$ cat config.mk
export PLATFORM = sky130hd
export DESIGN_NAME = bus_master_ctrl_flat
export DESIGN_NICKNAME = d
export VERILOG_FILES = /design/src/rtl/bus_pkg.sv /design/src/rtl/bus_if.sv /design/src/rtl/bus_timeout_cnt.sv /design/src/rtl/bus_master_ctrl.sv /design/src/flat_wrapper.sv
export SDC_FILE = /design/constraint.sdc
export NUM_CORES = 1
export LEC_CHECK = 0
export ABC_AREA = 1
export BUFFER_PORTS_ARGS = -buffer_cell sky130_fd_sc_hd__buf_2
export CAP_MARGIN = 40
export CORE_ASPECT_RATIO = 0.9
export CORE_MARGIN = 2
export CORE_UTILIZATION = 42
export DETAILED_ROUTE_END_ITERATION = 16
export PLACE_DENSITY_LB_ADDON = 0.25
export SKIP_LAST_GASP = 1
export SYNTH_ARGS = -nofsm -noshare
export SYNTH_HDL_FRONTEND = slang
export SYNTH_SLANG_ARGS = --single-unit
$ cat constraint.sdc
create_clock -name clk -period 1.6 [get_ports clk]
set_clock_uncertainty 0.1 [all_clocks]
set_input_delay 0.08 -clock clk [delete_from_list [all_inputs] [get_ports clk]]
set_output_delay 0.08 -clock clk [all_outputs]
set_load 0.01 [all_outputs]
$ cat src/rtl/bus_pkg.sv
// Shared definitions for the valid/ready register bus initiator.
// Contents:
//   state_t    - initiator FSM states (2-bit encoding)
//   BUS_ADDR_W - default address width
//   BUS_DATA_W - default data width
//   resp_t     - response payload returned to the local requester
package bus_pkg;

  localparam int BUS_ADDR_W = 32;
  localparam int BUS_DATA_W = 32;

  typedef enum logic [1:0] {
    ST_IDLE = 2'd0,
    ST_REQ  = 2'd1,
    ST_RESP = 2'd2,
    ST_GAP  = 2'd3
  } state_t;

  typedef struct packed {
    logic [BUS_DATA_W-1:0] rdata;
    logic                  err;
  } resp_t;

endpackage

$ cat src/rtl/bus_if.sv
// On-chip valid/ready register bus.
// Signals:
//   valid      - initiator has a transfer on the bus
//   read/write - transfer direction (exactly one set while valid)
//   addr       - transfer address
//   write_data - data for writes
//   ready      - responder completes the transfer this cycle
//   read_data  - responder data, meaningful only while ready=1
// Modports: master (initiator side), slave (responder side).
interface bus_if #(
  parameter int ADDR_W = 32,
  parameter int DATA_W = 32
);

  logic              valid;
  logic              read;
  logic              write;
  logic [ADDR_W-1:0] addr;
  logic [DATA_W-1:0] write_data;
  logic              ready;
  logic [DATA_W-1:0] read_data;

  modport master (
    output valid, read, write, addr, write_data,
    input  ready, read_data
  );

  modport slave (
    input  valid, read, write, addr, write_data,
    output ready, read_data
  );

endinterface

$ cat src/rtl/bus_timeout_cnt.sv
// Saturating wait counter that bounds how long the initiator holds valid.
// Ports:
//   clk     - system clock
//   reset   - asynchronous active-low reset
//   clear   - restart the count at zero (start of a transfer)
//   enable  - count one more cycle without ready
//   expired - the count has reached TIMEOUT_CYCLES-1, i.e. this is the
//             last cycle the transfer may wait
module bus_timeout_cnt #(
  parameter int TIMEOUT_CYCLES = 16
) (
  input  logic clk,
  input  logic reset,
  input  logic clear,
  input  logic enable,
  output logic expired
);

  localparam int CNT_W = $clog2(TIMEOUT_CYCLES) + 1;
  localparam logic [CNT_W-1:0] LIMIT = CNT_W'(TIMEOUT_CYCLES - 1);

  logic [CNT_W-1:0] r_count;

  // Stops at LIMIT so a long stall can never wrap back to a small count.
  always_ff @(posedge clk or negedge reset) begin
    if (!reset) begin
      r_count <= '0;
    end else if (clear) begin
      r_count <= '0;
    end else if (enable && (r_count != LIMIT)) begin
      r_count <= r_count + 1'b1;
    end
  end

  assign expired = (r_count == LIMIT);

endmodule

$ cat src/rtl/bus_master_ctrl.sv
// Initiator end of the valid/ready register bus. Accepts one local command
// at a time, drives it onto the bus until the responder answers or the wait
// bound runs out, then holds a response until the requester takes it.
// Ports:
//   clk, reset             - clock, asynchronous active-low reset
//   req_valid/req_ready    - local command handshake (req_ready only in idle)
//   req_write/addr/wdata   - command contents
//   resp_valid/resp_ready  - held response handshake
//   resp_rdata/resp_err    - read data (0 for writes/errors), timeout flag
//   busc                   - bus_if master modport
module bus_master_ctrl
  import bus_pkg::*;
#(
  parameter int ADDR_W         = BUS_ADDR_W,
  parameter int DATA_W         = BUS_DATA_W,
  parameter int TIMEOUT_CYCLES = 16
) (
  input  logic              clk,
  input  logic              reset,
  input  logic              req_valid,
  output logic              req_ready,
  input  logic              req_write,
  input  logic [ADDR_W-1:0] req_addr,
  input  logic [DATA_W-1:0] req_wdata,
  output logic              resp_valid,
  input  logic              resp_ready,
  output logic [DATA_W-1:0] resp_rdata,
  output logic              resp_err,
  bus_if.master             busc
);

  state_t            r_state, w_state_nxt;
  logic              r_valid, w_valid_nxt;
  logic              r_read, w_read_nxt;
  logic              r_write, w_write_nxt;
  logic [ADDR_W-1:0] r_addr, w_addr_nxt;
  logic [DATA_W-1:0] r_wdata, w_wdata_nxt;
  logic              r_resp_valid, w_resp_valid_nxt;
  resp_t             r_resp, w_resp_nxt;

  logic w_clear;
  logic w_enable;
  logic w_expired;

  bus_timeout_cnt #(
    .TIMEOUT_CYCLES(TIMEOUT_CYCLES)
  ) u_timeout (
    .clk    (clk),
    .reset  (reset),
    .clear  (w_clear),
    .enable (w_enable),
    .expired(w_expired)
  );

  // State and every outgoing bus/response signal are registered here, so
  // reset pulls valid low immediately and the response is discarded.
  always_ff @(posedge clk or negedge reset) begin
    if (!reset) begin
      r_state      <= ST_IDLE;
      r_valid      <= 1'b0;
      r_read       <= 1'b0;
      r_write      <= 1'b0;
      r_addr       <= '0;
      r_wdata      <= '0;
      r_resp_valid <= 1'b0;
      r_resp       <= '0;
    end else begin
      r_state      <= w_state_nxt;
      r_valid      <= w_valid_nxt;
      r_read       <= w_read_nxt;
      r_write      <= w_write_nxt;
      r_addr       <= w_addr_nxt;
      r_wdata      <= w_wdata_nxt;
      r_resp_valid <= w_resp_valid_nxt;
      r_resp       <= w_resp_nxt;
    end
  end

  // Next-state and next-register logic. Everything holds by default; the
  // command is latched once on accept so later changes on the request port
  // cannot disturb the transfer in flight. A ready in the final allowed
  // cycle is checked before the timeout, so it completes normally.
  always_comb begin
    w_state_nxt      = r_state;
    w_valid_nxt      = r_valid;
    w_read_nxt       = r_read;
    w_write_nxt      = r_write;
    w_addr_nxt       = r_addr;
    w_wdata_nxt      = r_wdata;
    w_resp_valid_nxt = r_resp_valid;
    w_resp_nxt       = r_resp;
    w_clear          = 1'b0;
    w_enable         = 1'b0;

    unique case (r_state)
      ST_IDLE: begin
        if (req_valid) begin
          w_state_nxt = ST_REQ;
          w_valid_nxt = 1'b1;
          w_read_nxt  = !req_write;
          w_write_nxt = req_write;
          w_addr_nxt  = req_addr;
          w_wdata_nxt = req_wdata;
          w_clear     = 1'b1;
        end
      end

      ST_REQ: begin
        if (busc.ready) begin
          w_resp_nxt.rdata = r_read ? busc.read_data : '0;
          w_resp_nxt.err   = 1'b0;
          w_valid_nxt      = 1'b0;
          w_read_nxt       = 1'b0;
          w_write_nxt      = 1'b0;
          w_resp_valid_nxt = 1'b1;
          w_state_nxt      = ST_RESP;
        end else if (w_expired) begin
          w_resp_nxt.rdata = '0;
          w_resp_nxt.err   = 1'b1;
          w_valid_nxt      = 1'b0;
          w_read_nxt       = 1'b0;
          w_write_nxt      = 1'b0;
          w_resp_valid_nxt = 1'b1;
          w_state_nxt      = ST_RESP;
        end else begin
          w_enable = 1'b1;
        end
      end

      ST_RESP: begin
        if (resp_ready) begin
          w_resp_valid_nxt = 1'b0;
          w_state_nxt      = ST_GAP;
        end
      end

      ST_GAP: begin
        w_state_nxt = ST_IDLE;
      end

      default: begin
        w_state_nxt = ST_IDLE;
      end
    endcase
  end

  assign req_ready       = (r_state == ST_IDLE);
  assign resp_valid      = r_resp_valid;
  assign resp_rdata      = r_resp.rdata;
  assign resp_err        = r_resp.err;
  assign busc.valid      = r_valid;
  assign busc.read       = r_read;
  assign busc.write      = r_write;
  assign busc.addr       = r_addr;
  assign busc.write_data = r_wdata;

endmodule

$ cat src/flat_wrapper.sv
// flat-port wrapper written by rule: the top's interface ports become plain ports
module bus_master_ctrl_flat import bus_pkg::*;
#(
  parameter int ADDR_W         = BUS_ADDR_W,
  parameter int DATA_W         = BUS_DATA_W,
  parameter int TIMEOUT_CYCLES = 16
)
  (clk, reset, req_valid, req_ready, req_write, req_addr, req_wdata, resp_valid, resp_ready, resp_rdata, resp_err, busc_valid, busc_read, busc_write, busc_addr, busc_write_data, busc_ready, busc_read_data);
  bus_if #(.ADDR_W(ADDR_W), .DATA_W(DATA_W)) busc_i ();
  input  logic clk;
  input  logic reset;
  input  logic req_valid;
  output logic req_ready;
  input  logic req_write;
  input  logic [ADDR_W-1:0] req_addr;
  input  logic [DATA_W-1:0] req_wdata;
  output logic resp_valid;
  input  logic resp_ready;
  output logic [DATA_W-1:0] resp_rdata;
  output logic resp_err;
  output wire logic [$bits(busc_i.valid)-1:0] busc_valid;
  output wire logic [$bits(busc_i.read)-1:0] busc_read;
  output wire logic [$bits(busc_i.write)-1:0] busc_write;
  output wire logic [$bits(busc_i.addr)-1:0] busc_addr;
  output wire logic [$bits(busc_i.write_data)-1:0] busc_write_data;
  input wire logic [$bits(busc_i.ready)-1:0] busc_ready;
  input wire logic [$bits(busc_i.read_data)-1:0] busc_read_data;
  assign busc_valid = busc_i.valid;
  assign busc_read = busc_i.read;
  assign busc_write = busc_i.write;
  assign busc_addr = busc_i.addr;
  assign busc_write_data = busc_i.write_data;
  assign busc_i.ready = busc_ready;
  assign busc_i.read_data = busc_read_data;
  bus_master_ctrl #(.ADDR_W(ADDR_W), .DATA_W(DATA_W), .TIMEOUT_CYCLES(TIMEOUT_CYCLES)) u_core (.clk(clk), .reset(reset), .req_valid(req_valid), .req_ready(req_ready), .req_write(req_write), .req_addr(req_addr), .req_wdata(req_wdata), .resp_valid(resp_valid), .resp_ready(resp_ready), .resp_rdata(resp_rdata), .resp_err(resp_err), .busc(busc_i));
endmodule
== Word level (Yosys, flattened, before mapping) ==
Cells that the tools add are included.

* Bits of input ports: 102
* Word-level logic and storage cells: 58
* Flip-flop bits (word level): 108
* Output and inout port bits: 102

* Eq/ne operators: 8
* $add $sub $neg: 1
* Reductions and logical operators: 12
* Multiplexer cells: 27

{| class="wikitable"
|+ Operator list
! cell !! count
|-
| two-way mux 33 bit || 2
|-
| two-way mux 32 bit || 1
|-
| two-way mux 1 bit || 13
|-
| two-way mux 5 bit || 2
|-
| AND reduction 3 bit || 3
|-
| two-way mux 2 bit || 4
|-
| one-hot mux 1 bit (2 select lines) || 4
|-
| one-hot mux 2 bit (4 select lines) || 1
|-
| nonzero test 2 bit || 4
|-
| adder 5 x 1 -> 5 bit, second input constant || 1
|-
| equality test 5 x 4 -> 1 bit, second input constant || 1
|-
| != test 5 x 4 -> 1 bit, second input constant || 1
|-
| equality test 2 bit, second input constant || 2
|-
| != test 2 bit, second input constant || 2
|-
| AND reduction 2 bit || 2
|-
| != test 3 bit, second input constant || 1
|-
| equality test 2 x 1 -> 1 bit, second input constant || 1
|-
| zero test 2 bit || 1
|-
| logical AND 1 bit || 1
|-
| zero test 1 bit || 1
|}

== Longest topological paths before layout ==
Gate-level depths: netlist of the first run.

* Depth in word-level cells: 7
* Gate-level depth with buffers: 10
* Depth with buffers taken out: 9

== Modules after synthesis ==
Synthesis of the first run repeated with hierarchy kept, for this count alone.

* Cell total of the unflattened synthesis: 501
* Area, all modules: 4439.3 um^2

{| class="wikitable"
|+ By module, submodules not included
! module !! seq. area each (um^2) !! times used !! cells an instance !! area each (um^2)
|-
| bus_master_ctrl || 2577.5 || 1 || 465 || 4171.5
|-
| bus_timeout_cnt || 125.1 || 1 || 36 || 267.8
|}

== Worst setup path before layout of the first run ==
No wires, ideal clock.

* Kind: register -> register
* From: register u_core.u_timeout.r_count[0]
* To: register u_core.r_resp, in the netlist u_core.resp_rdata[28]
* Setup slack: -118 ps
* Cell stages (with the launch flop): 9
* Data required time: 1366 ps
* Buffers on the path: 1
* Data arrival time: 1484 ps
* Clock period less this slack: 1718 ps
* Library setup time: 134 ps
* Cells stage by stage: dfrtp_1 -> ha_1 -> and3_1 -> ha_1 -> inv_1 -> nand2_2 -> nand2_2 -> clkbuf_1 -> o21ai_0

* Word-level cells in the longest chain between the ends: 3

{| class="wikitable"
|+ RTL lines
! what !! RTL line !! RTL
|-
| start, declared || bus_timeout_cnt.sv:22 || <nowiki>logic [CNT_W-1:0] r_count;</nowiki>
|-
| start signal, assigned || bus_timeout_cnt.sv:31 || <nowiki>r_count <= r_count + 1'b1;</nowiki>
|-
| equality test 5 x 4 -> 1 bit || bus_timeout_cnt.sv:35 || <nowiki>assign expired = (r_count == LIMIT);</nowiki>
|-
| nonzero test 2 bit (no line) || -- ||
|-
| AND reduction 2 bit (no line) || -- ||
|-
| end signal, assigned || bus_master_ctrl.sv:75 || <nowiki>r_resp <= w_resp_nxt;</nowiki>
|-
| end, declared || bus_master_ctrl.sv:39 || <nowiki>resp_t r_resp, w_resp_nxt;</nowiki>
|}

No other way between the ends.
A chain may end at the register's enable or synchronous reset.

== Final worst setup path of the first run ==
* From: register u_core.u_timeout.r_count[0]
* To: register u_core.r_resp, in the netlist u_core.resp_rdata[14]

The elaborated chain is that of the path after synthesis.

==> reports/metrics.cfg, run 1 <==
[synth]
ys_top_cells_by_area=dfrtp_1 (62%), nand2_1 (24%), o21ai_0 (3.2%)
syn_avg_cell_area_sq_um=8.910
syn-instance-count=486
ys_ff_latch=108
synth_edf_count=0
yosysWarnings=0
synth_cell_types=18
async_flop_share_pct=100.0
yosysSeqAreaShare_pct=62.41
synth_ff_type=dfrtp_1
yosysTopAreaCellShare_pct=62.41
synth_top_cell_by_area=dfrtp_1
syn_nets=593
syn_area_sq_mm=0.004330

[detailed_routing]
avgViaCountPerCell=4.814
ant_nets=0
drc=0
drt_iter0_drc=319
drtPass1Iterations=5
wirelength_um=14250
vias=4496
post_drt_wl_per_cell_um=15.25

[global_routing]
grt_pass1_vias=4550
grt_max_degree=109
grt_pass1_wl_um=21550
antenna_found_initial=0
track_usage_pct=24.08
grt_overflow=0

[setup_path]
reg2regPathDepth=8
slowest_stage=dfrtp_1
critPathBufInv=2
path_class=reg2reg
cp_data_required_time_ns=1.75
critical-path-max-stage-delay_ns=0.37
critPathTopFamily=flip-flops
worstPathMaxFanout=6
cp_common_cell=nand2_8
cp.depth=8
crit_chain=ha_2 > and3_4 > ha_4 > inv_6 > nand2_8 > nand2_8 > clkbuf_16 > o21ai_0
arrival_ns=1.85
critPathLaunchType=flip-flop
endpoint_kind=flip-flop

[die]
core_area_sq_mm=0.01016
die_x_um=111.0
die_h_um=100.3
io_pins=204
rows=35
die_area_sq_mm=0.01114
start_util_pct=42.62

[outcome]
failed_checks=setup timing
status=complete, but fails checks

[clock_network]
clkTransAtPathRegs_ns=0.07
cts_num_sinks=108
htree_levels=3
numCtsBuffers=9
cts-root-buf=clkbuf_16
clk-insertion-delay-late_ns=0.34
cts_tree=built
clockBufferDepth=2

[timing]
slew_violations=0
period_minus_slack_ns=1.704
hold_violations=0
worstMarginPinSlew_ns=0.5646
rsz0062_at_grt=true
period_share_pct=106.5
fmax_mhz=586.8
finalSetupViolCount=29
worst_hold_slack_ns=0.03770
worst_slack_ns=-0.1042
tns_ns=-0.9947
max_slew_margin_pct=62.36

[placed_design]
place_ws_ns=-0.09585
place_hpwl_um=7452
io_buffers=203
gp_congestion=0.7766

[flow_run]
max_cap_violations=0

[cells_and_area]
multi_input_area_sq_mm=0.001690
antenna_cells=0
fillers=696
nets=907
layout-drive-gt1-share_pct=36.27
utilization_pct=71.98
area_growth_syn_to_layout_pct=68.88
layout.area.seq_sq_mm=0.002703

[worst_hold_path]
hold_class=in2reg
worstHoldPathCells=4

[power_and_ir_drop]
p_leak_nw=3.957
ir_drop_uv=1091
powerDensity_mw_per_mm2=1633

==> synthesized netlist by cell type, types with 2 or more instances <==
master,count
buf_2,6
buf_4,5
buf_6,7
clkbuf_1,6
dfrtp_1,108
ha_1,5
inv_1,10
inv_2,2
nand2_1,274
nand2_2,3
nand3_1,9
nor2_1,6
o21ai_0,28
o21ai_1,11
or2_2,2
xor2_1,2
==> where the power goes <==
group	leakage [nW]	total (mW)	switching, mW	internal [mW]
Combinational	2.41	5.14	2.88	2.25
Sequential	1.40	4.47	0.658	3.81
Clock	0.151	2.34	0.960	1.38
Total	3.96	11.9	4.50	7.44
==> flip-flops by register name, summed over array words and instances (netlist names) <==
name	count
u_core.u_timeout.r_count	5
u_core.resp_valid	1
u_core.busc.read	1
u_core.resp_rdata	32
u_core.busc.write_data	32
u_core.busc.write	1
u_core.r_state	2
u_core.busc.valid	1
u_core.busc.addr	32
u_core.resp_err	1
==> cells in the final DEF, fill, tap and decap left out <==
master / instances
o21ai_0: 8
buf_6: 1
buf_8: 2
nand2_1: 253
o21ai_2: 13
buf_2: 202
clkinv_2: 1
clkinv_4: 1
nand3_1: 6
buf_4: 10
ha_1: 1
clkbuf_16: 13
and3_4: 1
inv_6: 2
inv_2: 1
buf_16: 2
buf_12: 6
dfrtp_1: 108
a21oi_1: 1
or2_2: 2
ha_4: 3
nand2_2: 13
nand3_4: 2
ha_2: 1
clkbuf_1: 3
nand2_4: 9
nor2_4: 1
dlygate4sd3_1: 99
nand3_2: 1
nand2_8: 3
xor2_1: 2
nor2_1: 5
bufinv_16: 2
inv_1: 9
o21ai_1: 18
==> through the flow <==
step / instance area (sq um) / power, mW / instances
global placement: 5497 / 8.331 / 806
finish: 7313 / 11.94 / 934
global route: 7313 / 12.70 / 934
floorplan: 4335 / 6.720 / 486
detailed placement: 5497 / 8.481 / 806
CTS: 6968 / 11.30 / 927
==> cell type report <==
cell class | instances | share of cell area [%]
repair buffers | 326 | 32.73
flip-flops and latches | 108 | 36.95
multi-input cells | 343 | 23.11
clock inverters | 4 | 1.009
well taps | 129 | 2.207
clock buffers | 12 | 3.234
inverters | 12 | 0.7528
==> path summary, 6_finish.rpt <==
path                                        startpoint                          end  slack, ns
max                        u_core.u_timeout.r_count[0]        u_core.resp_rdata[14]      -0.10
min                                          req_valid  u_core.u_timeout.r_count[2]       0.04
max reg2reg                u_core.u_timeout.r_count[0]        u_core.resp_rdata[14]      -0.10
min reg2reg                 u_core.busc.write_data[21]   u_core.busc.write_data[21]       0.37
max in group asynchronous                        reset   u_core.busc.write_data[15]       0.72
min in group asynchronous                        reset            u_core.busc.valid       0.25
==> cell families (layout without fill, tap and decap cells) <==
family | Yosys count | in the layout | synth area share [%]
AO/OA/AOI/OAI | 40 | 40 | 4.623
XOR/XNOR | 2 | 2 | 0.4046
adder cells (fa/ha/maj) | 5 | 5 | 1.445
buffers and inverters | 36 | 354 | 4.941
flip-flops | 108 | 108 | 62.41
AND/OR/NAND/NOR | 295 | 296 | 26.18
==> layer usage <==
metal  track usage [%]  up-vias  wire [um]
li1                  -     2125          -
met2             42.94      192       7411
met4             10.07        0        466
met3             5.857       44        845
met5                 0        -          0
met1             28.17     2135       5522
==> worst reg2reg max path, stage by stage, from the launching register on <==
cell and delay (ns):
dfrtp_1 0.37, ha_2 0.19, and3_4 0.18, ha_4 0.15, inv_6 0.05, nand2_8 0.10
nand2_8 0.09, clkbuf_16 0.18, o21ai_0 0.20
==> repair_timing <==
| action | CTS | global route |
|---|---|---|
| endpoints found under the setup margin | 106 | 108 |
| gates resized for setup | 15 | 79 |
| hold buffers | 99 | 0 |
| hold endpoints to repair | 207 | 0 |
| setup buffers | 3 | 2 |
| pin swaps | 1 | 5 |
| cloned | 3 | 6 |
Note: power is estimated with default switching activity, not from simulation.
==> run 2, diff against run 1 <==
- CORE_MARGIN: 2 -> 8
==> run 2 against run 1 <==
  * The run still ends with setup timing left
  * Critical path type unchanged
  * Sequential cell count is the same
  * Clock-buffer cell count shrank 1
  * Utilization shrank 2.4 points
  * Total power shrank 3.9%
==> reports/metrics.cfg, run 2 (synthesized netlist as in run 1, its figures left out) <==
[timing]
rsz0062_at_grt=true
worstMarginPinSlew_ns=0.3667  ; -0.1979 ns
period_share_pct=102.9  ; -3.6 points
slew_violations=0  ; unchanged
finalSetupViolCount=14  ; -52%
fmax_mhz=607.3  ; +3.5%
worst_hold_slack_ns=0.07107  ; +0.03337 ns
hold_violations=0  ; unchanged
period_minus_slack_ns=1.647  ; -0.05743 ns
max_slew_margin_pct=75.55  ; +13 points
worst_slack_ns=-0.04674  ; +0.05743 ns

[cells_and_area]
nets=901  ; -0.66%
final_cell_mix=nand2_1 (264), buf_2 (202), dfrtp_1 (108), dlygate4sd3_1 (99), o21ai_1 (24)
multi_input_area_sq_mm=0.001538  ; -9.0%
layout-drive-gt1-share_pct=33.67  ; -2.6 points
layout.area.seq_sq_mm=0.002703  ; unchanged
utilization_pct=69.59  ; -2.4 points
final_common_cell=nand2_1
fillers=720  ; +3.4%
stdcell_count=929  ; -0.54%
final_area_sq_mm=0.007071  ; -3.3%
area_growth_syn_to_layout_pct=63.28

[clock_network]
cts_num_sinks=108  ; unchanged
clkTransAtPathRegs_ns=0.07  ; about the same
clk-insertion-delay-late_ns=0.34  ; about the same
clockBufferDepth=2  ; unchanged
htree_levels=3  ; unchanged
cts-root-buf=clkbuf_16
numCtsBuffers=9  ; unchanged
cts_tree=built

[placed_design]
io_buffers=203  ; unchanged
post_dp_cell_area_sq_mm=0.005522  ; +0.46%
place_hpwl_um=8980  ; +21%
numPlacedInstances=806  ; unchanged
place_ws_ns=-0.06887  ; +0.02698 ns
gp_congestion=0.7884  ; +1.5%

[die]
die_area_sq_mm=0.01382  ; +24%
die_h_um=112.3  ; +12%
start_util_pct=42.62  ; unchanged
io_pins=204  ; unchanged
core_area_sq_mm=0.01016  ; unchanged
die_x_um=123.0  ; +11%
rows=35  ; unchanged

[detailed_routing]
vias=4449  ; -1.0%
ant_nets=0  ; unchanged
drtPass1Iterations=7  ; +2
post_drt_wl_per_cell_um=16.23  ; +6.4%
avgViaCountPerCell=4.789  ; -0.51%
dr_wl_met2_um=7637  ; +3.0%
wirelength_um=15080  ; +5.9%
m1WireLength_um=5721  ; +3.6%
drc=0  ; unchanged
drt_iter0_drc=317  ; -0.63%
routed.top_layer=met4
dr_wl_met3_um=1450  ; +72%

[global_routing]
antenna_found_initial=1  ; +1
grt_max_degree=44  ; -60%
track_usage_pct=21.28  ; -2.8 points
grt_pass1_wl_um=23410  ; +8.6%
grt_pass1_vias=4694  ; +3.2%
grt_overflow=0  ; unchanged

[setup_path]
critPathLaunchType=flip-flop
cp_data_required_time_ns=1.74  ; about the same
path_class=reg2reg
endpoint_kind=flip-flop
regToRegSetupSlack_ns=-0.05  ; +0.06 ns
arrival_ns=1.78  ; -0.07 ns
worstPathMaxFanout=5  ; -1

[flow_run]
max_cap_violations=0  ; unchanged

[power_and_ir_drop]
ir_drop_uv=1148  ; +5.3%
p_leak_nw=3.848  ; -2.8%
powerDensity_mw_per_mm2=1623  ; -0.60%

[worst_hold_path]
hold_class=in2reg

[outcome]
status=complete, but fails checks
failed_checks=setup timing

[run 2: routing by layer]
layer / vias to the layer above / global-route usage, %
li1: 2108 / -
met1: 2093 / 24.02
met2: 223 / 37.09
met3: 25 / 7.025
met4: 0 / 6.496
met5: - / 0
[run 2: area by class of cell]
cell class | count | area share (%)
repair buffers | 321 | 32.74
diodes | 1 | 0.03539
flip-flops and latches | 108 | 38.22
clock buffers | 11 | 3.433
clock inverters | 5 | 0.8317
well taps | 129 | 2.283
inverters | 12 | 0.7078
multi-input cells | 342 | 21.75
[run 2: path summary, 6_finish.rpt]
path | depth (start not counted) | startpoint | endpoint
hold reg to reg | 2 | u_core.busc.write_data[21] | u_core.busc.write_data[21]
setup reg to reg | 10 | u_core.u_timeout.r_count[0] | u_core.resp_rdata[22]
max in group asynchronous | 3 | reset | u_core.busc.write_data[30]
hold / removal | 4 | req_valid | u_core.u_timeout.r_count[0]
min in group asynchronous | 2 | reset | u_core.resp_rdata[20]
setup / recovery | 10 | u_core.u_timeout.r_count[0] | u_core.resp_rdata[22]
[run 2: power breakdown]
part	internal [mW]	switching [mW]
Clock	1.26	0.992
Sequential	3.81	0.648
Combinational	2.04	2.73
Total	7.11	4.36
[run 2: repair_timing]
| action | CTS | global route |
|---|---|---|
| hold endpoints to repair | 207 | 0 |
| hold buffers | 99 | 0 |
| resized for setup | 32 | 26 |
| gates cloned | 4 | 0 |
| buffers inserted | 5 | 0 |
| pin swaps | 1 | 3 |
| endpoints found under the setup margin | 44 | 104 |
[run 2: worst max-delay path, cell delays in order, from the launching register on]
cell,delay [ns]
dfrtp_1,0.36
ha_2,0.18
and3_4,0.18
ha_4,0.13
inv_4,0.04
nand2_4,0.08
nand2_8,0.07
buf_12,0.15
buf_16,0.13
nand2_2,0.07
o21ai_2,0.06
[run 2: per-stage QoR]
stage / TNS (ns) / power, mW
floorplan: 0 / 6.720
global placement: -0.4066 / 8.430
detailed placement: -1.022 / 8.545
CTS: -0.7627 / 11.38
global route: -2.132 / 12.23
finish: -0.3743 / 11.48
